===== src/rtl/expr_share_sched.sv =====
// Multi-cycle scheduler for the six-result common-subexpression set, using one shared add/sub unit and one shared multiplier.
// Optional job counter port job_cnt is enabled by defining EXPR_SCHED_JOBCNT_EN.
module expr_share_sched #(
    parameter int W = 32
`ifdef EXPR_SCHED_JOBCNT_EN
    ,
    parameter int CNT_W = 16
`endif
) (
    input  logic         clk,
    input  logic         rst_n,
    input  logic         in_valid,
    output logic         in_ready,
    input  logic [W-1:0] a,
    input  logic [W-1:0] b,
    input  logic [W-1:0] c,
    input  logic [W-1:0] d,
    input  logic [W-1:0] e,
    input  logic [W-1:0] f,
    input  logic [W-1:0] g,
    input  logic [W-1:0] h,
    output logic         out_valid,
    input  logic         out_ready,
    output logic [W-1:0] r1,
    output logic [W-1:0] r2,
    output logic [W-1:0] r3,
    output logic [W-1:0] r4,
    output logic [W-1:0] r5,
    output logic [W-1:0] r6,
    output logic         busy
`ifdef EXPR_SCHED_JOBCNT_EN
    ,
    output logic [CNT_W-1:0] job_cnt
`endif
);

    // Handshake: a transfer happens on a rising edge where valid && ready; the
    // producer holds valid and data stable until then, and ready never waits on valid.
    typedef enum logic [3:0] {
        IDLE, S1, S2, S3, S4, S5, S6, S7, S8, S9, S10, S11, OUT
    } state_t;

    state_t state;

    logic [W-1:0] op_a, op_b, op_c, op_d, op_e, op_f, op_g, op_h;
    logic [W-1:0] ab, cd, ef, t0, t1, t2, t3, t4;

    logic [W-1:0] add_x, add_y, add_res;
    logic         add_sub;
    logic [W-1:0] mul_x, mul_y, mul_res;

    assign in_ready  = (state == IDLE);
    assign out_valid = (state == OUT);
    assign busy      = (state != IDLE);

    // Operand steering for the shared units; idle steps feed zeros.
    always_comb begin
        add_x   = '0;
        add_y   = '0;
        add_sub = 1'b0;
        mul_x   = '0;
        mul_y   = '0;
        case (state)
            S1:  begin add_x = op_a; add_y = op_b; mul_x = op_c; mul_y = op_d; end
            S2:  begin add_x = op_e; add_y = op_f; add_sub = 1'b1; end
            S3:  begin add_x = ab;   add_y = cd;   end
            S4:  begin add_x = cd;   add_y = ef;   end
            S5:  begin add_x = ab;   add_y = op_g; end
            S6:  begin add_x = t0;   add_y = op_h; end
            S7:  begin add_x = cd;   add_y = op_e; end
            S8:  begin add_x = ab;   add_y = op_c; mul_x = t1; mul_y = ab; end
            S9:  begin add_x = op_f; add_y = ab;   mul_x = t2; mul_y = ef; end
            S10: begin add_x = cd;   add_y = op_b; end
            S11: begin add_x = t4;   add_y = t3;   add_sub = 1'b1; end
            default: ;
        endcase
    end

    assign add_res = add_sub ? (add_x - add_y) : (add_x + add_y);
    assign mul_res = mul_x * mul_y;

    always_ff @(posedge clk or negedge rst_n) begin
        if (!rst_n) begin
            state <= IDLE;
            op_a <= '0; op_b <= '0; op_c <= '0; op_d <= '0;
            op_e <= '0; op_f <= '0; op_g <= '0; op_h <= '0;
            ab <= '0; cd <= '0; ef <= '0;
            t0 <= '0; t1 <= '0; t2 <= '0; t3 <= '0; t4 <= '0;
            r1 <= '0; r2 <= '0; r3 <= '0; r4 <= '0; r5 <= '0; r6 <= '0;
        end else begin
            case (state)
                IDLE: begin
                    if (in_valid) begin
                        op_a <= a; op_b <= b; op_c <= c; op_d <= d;
                        op_e <= e; op_f <= f; op_g <= g; op_h <= h;
                        state <= S1;
                    end
                end
                S1:  begin ab <= add_res; cd <= mul_res; state <= S2; end
                S2:  begin ef <= add_res; state <= S3;  end
                S3:  begin r1 <= add_res; state <= S4;  end
                S4:  begin r2 <= add_res; state <= S5;  end
                S5:  begin t0 <= add_res; state <= S6;  end
                S6:  begin r3 <= add_res; state <= S7;  end
                S7:  begin t1 <= add_res; state <= S8;  end
                S8:  begin r4 <= mul_res; t2 <= add_res; state <= S9; end
                S9:  begin r6 <= mul_res; t3 <= add_res; state <= S10; end
                S10: begin t4 <= add_res; state <= S11; end
                S11: begin r5 <= add_res; state <= OUT; end
                OUT: begin
                    if (out_ready) state <= IDLE;
                end
                default: state <= IDLE;
            endcase
        end
    end

`ifdef EXPR_SCHED_JOBCNT_EN
    always_ff @(posedge clk or negedge rst_n) begin
        if (!rst_n) begin
            job_cnt <= '0;
        end else if (out_valid && out_ready) begin
            job_cnt <= job_cnt + 1'b1;
        end
    end
`endif

endmodule


===== config.mk =====
export PLATFORM = sky130hd
export DESIGN_NAME = expr_share_sched
export DESIGN_NICKNAME = d
export VERILOG_FILES = /design/src/rtl/expr_share_sched.sv
export SDC_FILE = /design/constraint.sdc
export NUM_CORES = 2
export LEC_CHECK = 0
export CORE_ASPECT_RATIO = 0.8
export CORE_MARGIN = 4
export CORE_UTILIZATION = 45
export CTS_BUF_LIST = sky130_fd_sc_hd__clkbuf_4
export CTS_CLUSTER_SIZE = 14
export DETAILED_ROUTE_END_ITERATION = 12
export PLACE_DENSITY = 0.8
export SLEW_MARGIN = 20
export SYNTH_ARGS = -nofsm -noshare
export SYNTH_HDL_FRONTEND = slang
export SYNTH_SLANG_ARGS = --single-unit

===== constraint.sdc =====
create_clock -name clk -period 9.1 [get_ports clk]
set_input_delay 2.73 -clock clk [delete_from_list [all_inputs] [get_ports clk]]
set_output_delay 2.73 -clock clk [all_outputs]
set_load 0.005 [all_outputs]

==> results by group <==
Synth
  • Synth Flop Type: dfrtp_1
  • Synth area leader: dfrtp_1
  • Fraction of post-synthesis cell area in the top cell type by area: between 30% and 40%
  • #FFs+latches synth: 708
  • Post-synthesis sequential area ratio: 36.9%
  • Synth async-reset ratio: 100%
  • Synth Instances: 4928
  • Mean area per synthesized cell: 9.73 um2
  • Area contributors post-synth: dfrtp_1 (37%), fa_1 (17%), nand2_1 (6.8%)
  • Synth top cells by count: nand2_1 (865), dfrtp_1 (708), inv_1 (452), o21ai_0 (448), fa_1 (409)
  • Post-synth EDFFs: 0
  • Most frequent cell after synthesis: nand2_1
  • Syn Std Cell Area: ~48000 um2
  • Mapped Nets: 5752
  • Synth warn: 0
  • Post-synth cell types: between 90 and 100

Setup path
  • Reg2reg start: state[0]$_DFFE_PN0P_
  • Critical Path RT: 10.10 ns
  • Slowest cell on crit path: fa_1
  • Crit end category: flip-flop
  • Crit path max fanout: 45
  • Worst path arrival time: 9.81 ns
  • Worst Path Class, Setup: flip-flop to flip-flop
  • Critical path launch point type: flip-flop
  • Setup crit start: state[0]$_DFFE_PN0P_
  • Largest stage delay, worst path: 0.61 ns
  • Crit path top cell by count: fa_1

Clock network
  • CTS tree: yes
  • Clk root buf: clkbuf_4
  • Clk Latency, worst-skew pair: 1.27 ns
  • CTS buffer count: 178
  • CTS H-tree depth: 4
  • Clock-pin slew on the worst setup and hold paths: ~0.070 ns
  • Max Buffers Root-to-Sink: 3
  • Clock sinks: 708
  • Cts hold-fix bufs: 0

Global route
  • Total GRT Usage: 34.4%
  • Number of global-route vias before repair: 41196
  • Initial antenna violation count: 18
  • First-pass GRT wire length: 282000 um
  • Grt total ovfl: 0
  • Largest net degree at the start of global routing: 177

Drt
  • Vias per inst: 5.89
  • Remaining DRCs: 0
  • DRT Pass-1 Iters: 8
  • Initial DRC count: 5621
  • Final WL: 194000 um
  • Via count: 41226
  • Detail Route Antenna Nets: 0
  • DR WL/cell: roughly 28 um

STA
  • Final Hold Vio Count: 0
  • RSZ-0062 raised after global routing: no
  • Final period utilization: 96.8%
  • # setup viols final: 0
  • Fmax: 114 MHz
  • Max_slew headroom: 21.1%
  • Slew Viols, Final: 0
  • Actual slew at the worst max-slew pin: 1.18 ns
  • Fin Setup TNS: 0 ns
  • Fin crit period: 8.81 ns
  • Final setup skew: roughly 0.13 ns

Hold path
  • Hold Startpoint: r6[19]$_DFFE_PN0N_
  • Worst Hold Class: flip-flop to flip-flop

Place
  • Hpwl dp: 149000 um
  • Final GP Congestion: 1.03
  • Buffers on Ports: 454

Finish
  • P&R area growth vs syn: 19.1%
  • Final Core Density: 54.3%
  • Fillers: between 9000 and 10000
  • Fraction of layout cells with a size suffix above 1: approximately 15%
  • Final nets: approximately 6300

Die
  • Ports: approximately 460
  • Core ar.: 105000 um2
  • Rows: 106
  • Die Area: 112000 um2
  • Width of the die: roughly 370 um
  • Starting Density: a little under half
  • Die Height: ~300 um

Run
  • Max-cap violations: 0

Outcome
  • Status: complete, no violations
## metrics by stage
| stage | worst slack (ns) | hold WS [ns] | cells | cell area, um2 |
|---|---|---|---|---|
| after floorplan | 0.308 | 0.443 | 4928 | 48000 |
| after global placement | 0.129 | 0.456 | 6651 | 54600 |
| after detailed placement | -0.0653 | 0.464 | 6651 | 54600 |
| after CTS | 0.0253 | 0.477 | 6966 | 56900 |
| after global routing | 0.00214 | 0.492 | 6987 | 57100 |
| final | 0.292 | 0.478 | 6996 | 57100 |
## sequential cells by signal, summed over array words and instances, names as in the netlist
signal,flops
op_b,32
r1,32
state,4
op_g,32
r6,32
op_h,32
r2,32
r5,32
t0,32
r3,32
r4,32
ab,32
op_c,32
t2,32
op_e,32
t1,32
op_f,32
op_a,32
cd,32
ef,32
t4,32
t3,32
op_d,32
## area by class of cell
class | instances | area, um2 | area share [%]
clock inverters | 73 | 477 | 0.834
well taps | 1404 | 1760 | 3.08
flip-flops and latches | 708 | 17700 | 31.0
clock buffers | 242 | 1820 | 3.18
repair buffers | 647 | 6190 | 10.8
multi-input cells | 3450 | 27400 | 48.0
inverters | 453 | 1700 | 2.98
diodes | 19 | 47.5 | 0.0832
## worst paths after layout
| kind | to | slack [ns] | cells past startpoint |
|---|---|---|---|
| worst max-delay path | r6[30]$_DFFE_PN0N_ | 0.29 | 27 |
| worst min-delay path | r6[19]$_DFFE_PN0N_ | 0.48 | 2 |
| worst max register to register | r6[30]$_DFFE_PN0N_ | 0.29 | 27 |
| worst min register to register | r6[19]$_DFFE_PN0N_ | 0.48 | 2 |
| max in group asynchronous | r4[14]$_DFFE_PN0N_ | 5.80 | 2 |
| min in group asynchronous | r3[5]$_DFFE_PN0P_ | 1.58 | 1 |
## critical path, delay by kind of cell, from the launching register on
family	cells	cell delay (ns)
flops	1	0.44
simple gates	6	1.60
compound gates	6	1.05
fa+ha+maj	9	4.46
buf+inv	6	1.03
## cell usage in the layout, fill, tap and decap left out, types with 10 or more instances in the layout
cell	instances
ha_1	153
nor3_1	11
xnor2_1	83
nor2_1	358
buf_4	175
clkbuf_4	242
nor2_2	10
nand2_1	852
dfrtp_1	704
clkinv_1	46
mux2_2	261
a22oi_1	139
o21ai_0	446
fa_1	409
a31oi_1	13
a32oi_1	15
o221ai_1	10
a222oi_1	44
diode_2	19
mux2i_1	41
a22o_1	16
and2_1	22
nand2b_1	13
clkdlybuf4s50_1	453
a221oi_1	18
and3_1	24
o22ai_1	30
xor2_1	42
nand3_1	60
inv_1	452
nor2b_1	12
a21oi_1	120
buf_12	11
a21o_1	44
## cells by family after synthesis
logic type / count (synthesis) / synth area share, %
AND/OR/NAND/NOR: 1454 / 12.8
buffers and inverters: 770 / 6.52
flip-flops: 708 / 36.9
multiplexers: 306 / 7.10
XOR/XNOR: 142 / 2.70
adder cells (fa/ha/maj): 564 / 21.1
AO/OA/AOI/OAI: 984 / 12.9
## timing repair
item	in CTS	in global routing
pin swaps	0	5
gates cloned	0	3
buffers inserted	0	8
setup endpoints to repair	3	15
resized for setup	1	28
## layer usage
layer	vias to the layer above	wire length (um)	global-route usage, %
met5	-	13	0
met4	2	8930	15.0
met3	463	25700	12.2
met2	2579	80600	48.7
met1	20674	78600	47.7
li1	17508	-	-
Power is left out: the tool's default activity adds up to more than one toggle a clock period on the data nets, which glitch-free logic cannot reach.
